$ cat config.mk
export PLATFORM = sky130hd
export DESIGN_NAME = adder_share_arb
export DESIGN_NICKNAME = d
export VERILOG_FILES = /design/src/rtl/adder_share_arb_pkg.sv /design/src/rtl/adder_share_arb_rr_arb.sv /design/src/rtl/adder_share_arb.sv
export SDC_FILE = /design/constraint.sdc
export NUM_CORES = 1
export LEC_CHECK = 0
export ABC_CLOCK_PERIOD_IN_PS = 8100
export BUFFER_PORTS_ARGS = -buffer_cell sky130_fd_sc_hd__clkbuf_2
export CAP_MARGIN = 20
export CORE_MARGIN = 10
export CORE_UTILIZATION = 51
export DETAILED_ROUTE_END_ITERATION = 8
export GPL_TIMING_DRIVEN = 0
export PLACE_DENSITY = 0.9
export SLEW_MARGIN = 10
export SYNTH_ARGS = -nofsm -noshare
export SYNTH_HDL_FRONTEND = slang
export SYNTH_SLANG_ARGS = --single-unit
$ cat constraint.sdc
create_clock -name I_clk -period 8.1 [get_ports I_clk]
set_clock_uncertainty 0.1 [all_clocks]
set_input_delay 1.215 -clock I_clk [delete_from_list [all_inputs] [get_ports I_clk]]
set_output_delay 1.215 -clock I_clk [all_outputs]
set_load 0.005 [all_outputs]
$ cat src/rtl/adder_share_arb_pkg.sv
// Shared constants and types for the shared-adder arbiter.
package adder_share_arb_pkg;

    localparam int unsigned ADD_LAT_DEF = 4;
    localparam int unsigned SLICE_W     = 8;
    localparam int unsigned MAX_IDW     = 3;
    localparam int unsigned CNT_W       = 16;

    // Tag carried alongside each issue; id is sized for the largest requester count.
    typedef struct packed {
        logic               vld;
        logic [MAX_IDW-1:0] id;
    } tag_t;

endpackage

$ cat src/rtl/adder_share_arb_rr_arb.sv
// Round-robin arbiter: one-hot grant searching upward from the pointer, pointer
// advances past the winner on acceptance.
module adder_share_arb_rr_arb
    import adder_share_arb_pkg::*;
#(
    parameter int unsigned NREQ = 4,
    parameter int unsigned IDW  = 2
) (
    input  logic            I_clk,
    input  logic            I_rst,
    input  logic            I_en,
    input  logic [NREQ-1:0] I_req,
    input  logic            I_acc,
    output logic [NREQ-1:0] O_gnt_c,
    output logic [IDW-1:0]  O_gnt_id_c
);

    logic [IDW-1:0] ptr_q;
    logic [IDW:0]   idx_c;
    logic           found_c;

    always_comb begin
        O_gnt_c    = '0;
        O_gnt_id_c = '0;
        found_c    = 1'b0;
        idx_c      = '0;
        if (I_en) begin
            for (int unsigned i = 0; i < NREQ; i++) begin
                idx_c = {1'b0, ptr_q} + (IDW+1)'(i);
                if (idx_c >= (IDW+1)'(NREQ)) begin
                    idx_c = idx_c - (IDW+1)'(NREQ);
                end
                if (!found_c && I_req[IDW'(idx_c)]) begin
                    found_c              = 1'b1;
                    O_gnt_c[IDW'(idx_c)] = 1'b1;
                    O_gnt_id_c           = IDW'(idx_c);
                end
            end
        end
    end

    always_ff @(posedge I_clk or posedge I_rst) begin
        if (I_rst) begin
            ptr_q <= '0;
        end else if (I_acc) begin
            ptr_q <= (O_gnt_id_c == IDW'(NREQ-1)) ? '0 : O_gnt_id_c + IDW'(1);
        end
    end

endmodule

$ cat src/rtl/adder_share_arb.sv
// Shares one fixed-latency pipelined adder among NREQ requesters and returns
// each sum tagged with the issuing requester's id.
module adder_share_arb
    import adder_share_arb_pkg::*;
#(
    parameter int unsigned NREQ    = 4,
    parameter int unsigned DW      = 24,
    parameter int unsigned ADD_LAT = ADD_LAT_DEF,
    parameter int unsigned IDW     = 2
) (
    input  logic               I_clk,
    input  logic               I_rst,
    input  logic               I_en,
    input  logic [NREQ-1:0]    I_req_vld,
    input  logic [NREQ*DW-1:0] I_req_a,
    input  logic [NREQ*DW-1:0] I_req_b,
    output logic [NREQ-1:0]    O_req_rdy,
    output logic [DW-1:0]      O_add_a,
    output logic [DW-1:0]      O_add_b,
    output logic               O_add_vld,
    input  logic [DW-1:0]      I_sum,
    output logic               O_res_vld,
    output logic [IDW-1:0]     O_res_id,
    output logic [DW-1:0]      O_res_sum,
    output logic               O_busy,
    output logic [CNT_W-1:0]   O_issue_cnt
);

    logic [NREQ-1:0] gnt_c;
    logic [IDW-1:0]  gnt_id_c;
    logic            acc_c;
    logic [DW-1:0]   a_sel_c;
    logic [DW-1:0]   b_sel_c;
    logic            tag_any_c;
    tag_t            tag_q [ADD_LAT+1];

    assign O_req_rdy = gnt_c;
    assign acc_c     = |(I_req_vld & gnt_c);

    adder_share_arb_rr_arb #(
        .NREQ (NREQ),
        .IDW  (IDW)
    ) u_rr_arb (
        .I_clk      (I_clk),
        .I_rst      (I_rst),
        .I_en       (I_en),
        .I_req      (I_req_vld),
        .I_acc      (acc_c),
        .O_gnt_c    (gnt_c),
        .O_gnt_id_c (gnt_id_c)
    );

    // One-hot AND-OR operand mux driven by the grant.
    always_comb begin
        a_sel_c = '0;
        b_sel_c = '0;
        for (int unsigned k = 0; k < NREQ; k++) begin
            if (gnt_c[k]) begin
                a_sel_c = a_sel_c | I_req_a[k*DW +: DW];
                b_sel_c = b_sel_c | I_req_b[k*DW +: DW];
            end
        end
    end

    always_comb begin
        tag_any_c = 1'b0;
        for (int unsigned i = 0; i <= ADD_LAT; i++) begin
            tag_any_c = tag_any_c | tag_q[i].vld;
        end
    end

    // Stage 0 is loaded in lockstep with O_add_*, so stage ADD_LAT lines up with I_sum.
    always_ff @(posedge I_clk or posedge I_rst) begin
        if (I_rst) begin
            O_add_a     <= '0;
            O_add_b     <= '0;
            O_add_vld   <= 1'b0;
            O_res_vld   <= 1'b0;
            O_res_id    <= '0;
            O_res_sum   <= '0;
            O_busy      <= 1'b0;
            O_issue_cnt <= '0;
            for (int unsigned i = 0; i <= ADD_LAT; i++) begin
                tag_q[i] <= '0;
            end
        end else begin
            O_add_vld <= acc_c;
            if (acc_c) begin
                O_add_a     <= a_sel_c;
                O_add_b     <= b_sel_c;
                O_issue_cnt <= O_issue_cnt + CNT_W'(1);
            end
            tag_q[0] <= '{vld: acc_c, id: MAX_IDW'(gnt_id_c)};
            for (int unsigned i = 1; i <= ADD_LAT; i++) begin
                tag_q[i] <= tag_q[i-1];
            end
            O_res_vld <= tag_q[ADD_LAT].vld;
            if (tag_q[ADD_LAT].vld) begin
                O_res_id  <= IDW'(tag_q[ADD_LAT].id);
                O_res_sum <= I_sum;
            end
            O_busy <= acc_c | tag_any_c;
        end
    end

endmodule
Yosys cells after proc, flatten, opt, wreduce, memory -nomap -nowiden:

Cells that the tools add are included.

* multiply operators: 0
* $lt $le $gt $ge: 12
* shifts and indexed selects: 0
* reductions and logical operators: 11
* divide/modulo/power cells: 0
* eq/ne operators: 1
* bitwise gates (word level): 15
* add/subtract/negate cells: 9
* multiplexer cells: 52

Operator list (count)
* $mux 24: 8
* $or 24x24->24: 6
* $mux 4: 8
* $mux 2: 14
* $add 16x1->16 const B: 1
* $mux 1: 14
* $lt 2x3->1 const B: 4
* $or 4x4->4: 3
* $ge 3x3->1 const B: 3
* $bmux 1 s2: 4
* $demux 1 s2: 4
* $ge 2x1->1 const B: 4
* $sub 2x1->2 const B: 4
* $logic_and 1x1->1: 7
* $add 2x2->3 const B: 2
* $or 1x1->1: 5
* $and 4x4->4: 1
* $reduce_or 4->1: 1
* $add 2x1->3 const B: 1
* $ge 2x3->1 const B: 1
* $logic_not 1->1: 3
* $add 2x1->2 const B: 1
* $eq 2x2->1 const B: 1

* memories kept: 0
* bits in writable memories: 0
* input port bits: 223
* flip-flop bits (word level): 109
* bits in latches: 0
* bits in read-only memories: 0
* output and inout port bits: 97

Logic depth before layout (Yosys ltp):

* depth after elaboration: 26
* mapped depth: 12
* mapped depth without buffers: 8

Hierarchy:

A second synthesis with hierarchy kept.

* cell total of the unflattened synthesis: 470
* area, all modules: 5268.8 um^2

By module, submodules not included
* adder_share_arb: area an instance 4653.2 um^2, cells each 406, instances 1, sequential area each 2677.6 um^2
* adder_share_arb_rr_arb: area an instance 615.6 um^2, cells each 64, instances 1, sequential area each 50.0 um^2

Least setup slack after synthesis:

Ideal clock, no wire load.

* path type: reg2out
* start point: reg u_rr_arb.ptr_q[0]
* end point: out O_req_rdy[0]
* arrival: 3121 ps
* slack: 3664 ps
* stages on the path, launching flop included: 11
* buffers on the path: 4
* data required time: 6785 ps
* cell sequence: dfrtp_1 > clkbuf_1 > inv_1 > ha_1 > buf_2 > mux4_2 > nand3b_1 > a211oi_1 > clkbuf_1 > clkbuf_1 > or2_2

* longest elaborated chain between the ends: 19
* elaborated cells between the ends (all ways): 70
* those cells by class: 7 x add/sub; 12 x order compare; 38 x mux; 3 x bitwise; 10 x reduce/logical

Ends and longest elaborated chain
* from (decl): RTL line adder_share_arb_rr_arb.sv:18 `logic [IDW-1:0] ptr_q;`
* from (signal assigned): RTL line adder_share_arb_rr_arb.sv:46 `ptr_q <= (O_gnt_id_c == IDW'(NREQ-1)) ? '0 : O_gnt_id_c + IDW'(1);`
* parallel branches: the longest is 17 deep, another holds $add 2x1->3
* $mux 4 (*): RTL line adder_share_arb_rr_arb.sv:33 `if (!found_c && I_req[IDW'(idx_c)]) begin`
* $mux 4 (*): RTL line adder_share_arb_rr_arb.sv:27 `if (I_en) begin`
* to (decl): RTL line adder_share_arb.sv:17 `output logic [NREQ-1:0] O_req_rdy,`

Every way passes the cells marked *. The select of a mux whose other input is x is not followed.

Worst setup path in the final report:

Ends and elaborated chain as after synthesis.

==> reports/metrics.yaml <==
sta:
  maxSlewViolCount: 0
  worstMarginPinSlew_ns: 0.711
  clock.fmax_ghz: 0.168
  setup_violations: 0
  hold_ws_ns: 0.252
  final_hold_viol_count: 0
  min_period_ns: 5.96
  grt_setup_unrepaired: "no"
  layout_setup_ws_ns: 2.14
  min_period_over_period_pct: 73.6
  slew_headroom_pct: 52.3
  tns_ns: 0
finish:
  area_growth_pct: 31.9
  nNetsFinal: 1243
  antenna_cells: 0
  fillerInstances: 1066
  stdcell_area_um2: 8840
  stdcell_count: 1188
  drive_gt1_share_pct: 40.4
power_and_ir_drop:
  switching_share_pct: 42.3
  seqPwrFrac_pct: 31.5
  irDropWorstVdd_mv: 0.166
  clock_power_share_pct: 15.1
  intPower_mw: 1.70
  pwr-share-comb_pct: 53.5
  leakagePower_nw: 4.25
  powerDensity_nw_per_um2: 334
  power.switching_mw: 1.25
drt:
  viasPerCell: 6.14
  drt_first_pass_iters: 8
  wl_per_cell_um: 23.4
  antenna_left: 0
  wl_mm: 27.8
  vias: 7294
  drtIter0Drc: 942
  drc: 0
synth:
  async_flop_share_pct: 100
  ys.flop_type: "dfrtp_1"
  synth_nets: 913
  synth_cell_types: 52
  synth_area_um2: 6700
  yosysWarnings: 0
  synth-edff-count: 0
  avgSynthCellArea_um2: 9.84
  yosysTopAreaCellShare_pct: 40.7
  syn_inst: 681
  yosysSeqAreaShare_pct: 40.7
  yosys.area.top_type: "dfrtp_1"
  yosys-top-cells-area: "dfrtp_1 41%, o211ai_1 11%, mux2_2 8.2%, mux2_1 4.4%, nand4b_1 3.9%"
  synth_commonest_cells: "109 x dfrtp_1, 96 x o211ai_1, 54 x clkbuf_1"
  yosysMostFrequentCell: "dfrtp_1"
  synth_seq_cells: 109
clock_network:
  root_buffer: "clkbuf_16"
  ctsResizeCount: 0
  post_cts.repair.setup_buffers: 0
  cts_tree: "yes"
  clockBufferDepth: 2
  cts_hold_buf: 0
  cts_made_buffers: 9
  clkTransAtPathRegs_ns: 0.08
  clkSinkCount: 109
  insertion_delay_ns: 0.36
  cts_htree_levels: 3
floorplan:
  dieArea_um2: 18100
  io_pins: 320
  die_w_um: 135
  start_util_pct: 52.7
  fp-row-count: 41
  die_h_um: 135
  core_um2: 12700
global_route:
  grt_max_degree: 85
  gr-usage-met1_pct: 33.4
  antenna_found_initial: 2
  grt_pass1_wl_mm: 41.0
  track_usage_pct: 28.8
  use_met2_pct: 48.3
  grt_overflow: 0
  gr-max-usage-layer: "met2"
  met3_usage_pct: 8.98
  grt_pass1_vias: 7397
placement:
  gp_congestion: 0.983
  dp_slack_ns: 2.60
  io_buffers: 318
  dp_cells: 1172
  dp_hpwl_mm: 21.8
  dpl_cell_area_um2: 8540
setup_path:
  crit_arrival_ns: 4.64
  path_class: "reg -> out"
  path_max_fanout: 10
  endpoint_kind: "primary output"
  worstSetupStartpointType: "register"
  required_ns: 6.78
run:
  drv_cap: 0
status:
  status: "finished clean"
min_path:
  hold_class: "reg -> reg"
-- layout by cell type, fill, tap and decap left out, drive strengths merged, types with 15 or more instances in the layout --
| master | instances |
|---|---|
| nand2 | 39 |
| nand4 | 18 |
| o21ai | 53 |
| a21oi | 44 |
| a211o | 19 |
| inv | 28 |
| buf | 21 |
| dfrtp | 109 |
| mux2 | 75 |
| nand4b | 30 |
| xor2 | 15 |
| o211ai | 96 |
| clkbuf | 381 |
-- registers in the layout, indices dropped and copies added (netlist names) --
register,count
O_res_vld,1
O_add_a,24
O_busy,1
O_res_sum,24
u_rr_arb.ptr_q,2
O_issue_cnt,16
O_res_id,2
tag_q,15
O_add_b,24
-- cells by family (layout without fill, tap and decap cells) --
kind of cell / count (synthesis) / after routing / synth area share [%]
AOI/OAI and AO/OA: 238 / 238 / 24.0
xor gates and xnor gates: 16 / 16 / 2.09
adders and majority gates: 9 / 9 / 1.68
buffers and inverters: 100 / 435 / 6.07
DFF: 109 / 109 / 40.7
muxes: 80 / 80 / 13.9
and+or+nand+nor: 129 / 129 / 11.5
-- layout make-up --
cell class	count	area [µm²]	share of cell area, %
Timing Repair Buffer	319	1620	18.3
Sequential cell	109	2730	30.8
Clock inverter	7	76.3	0.863
Multi-Input combinational cell	472	3570	40.4
Clock buffer	9	225	2.55
Tap cell	172	215	2.43
Inverter	26	103	1.16
Buffer	74	309	3.49
-- metal layers --
metal / vias to the layer above / wire length [µm]
li1: 3242 / -
met1: 3465 / 10300
met2: 510 / 13300
met3: 73 / 3110
met4: 4 / 971
met5: - / 21
-- per-stage QoR --
step	total power [mW]	utilization, %
CTS	2.94	69.5
global route	3.13	69.5
finish	2.95	69.5
floorplan	1.88	-
detailed placement	2.49	67.1
global placement	2.44	66.9
-- worst max-delay path: stages (launching register included) --
cell and delay, ns:
dfrtp_1 0.61, clkbuf_1 0.35, inv_1 0.24, ha_1 0.33, buf_2 0.20, mux4_2 0.60, nand3b_1 0.21, a211oi_1 0.61
clkbuf_1 0.45, clkbuf_1 0.38, or2_2 0.18, clkbuf_2 0.10
-- power groups by stage --
stage | registers, mW | logic [mW] | clock network (mW)
after floorplan | 0.929 | 0.946 | 0
after global placement | 0.915 | 1.52 | 0
after detailed placement | 0.933 | 1.56 | 0
after CTS | 0.925 | 1.57 | 0.448
after global routing | 0.951 | 1.71 | 0.471
final | 0.928 | 1.58 | 0.445
-- worst paths after layout --
path | start | end | slack [ns] | cells after the start
max reg2reg | u_rr_arb.ptr_q[0] | O_add_b[23] | 3.46 | 12
max in group asynchronous | I_rst | O_add_a[17] | 6.51 | 3
max | u_rr_arb.ptr_q[0] | O_req_rdy[0] | 2.14 | 11
min | tag_q[12] | tag_q[8] | 0.25 | 0
min in group asynchronous | I_rst | O_res_sum[3] | 0.71 | 2
min reg2reg | tag_q[12] | tag_q[8] | 0.25 | 0
(Power assumes the default switching activity.)
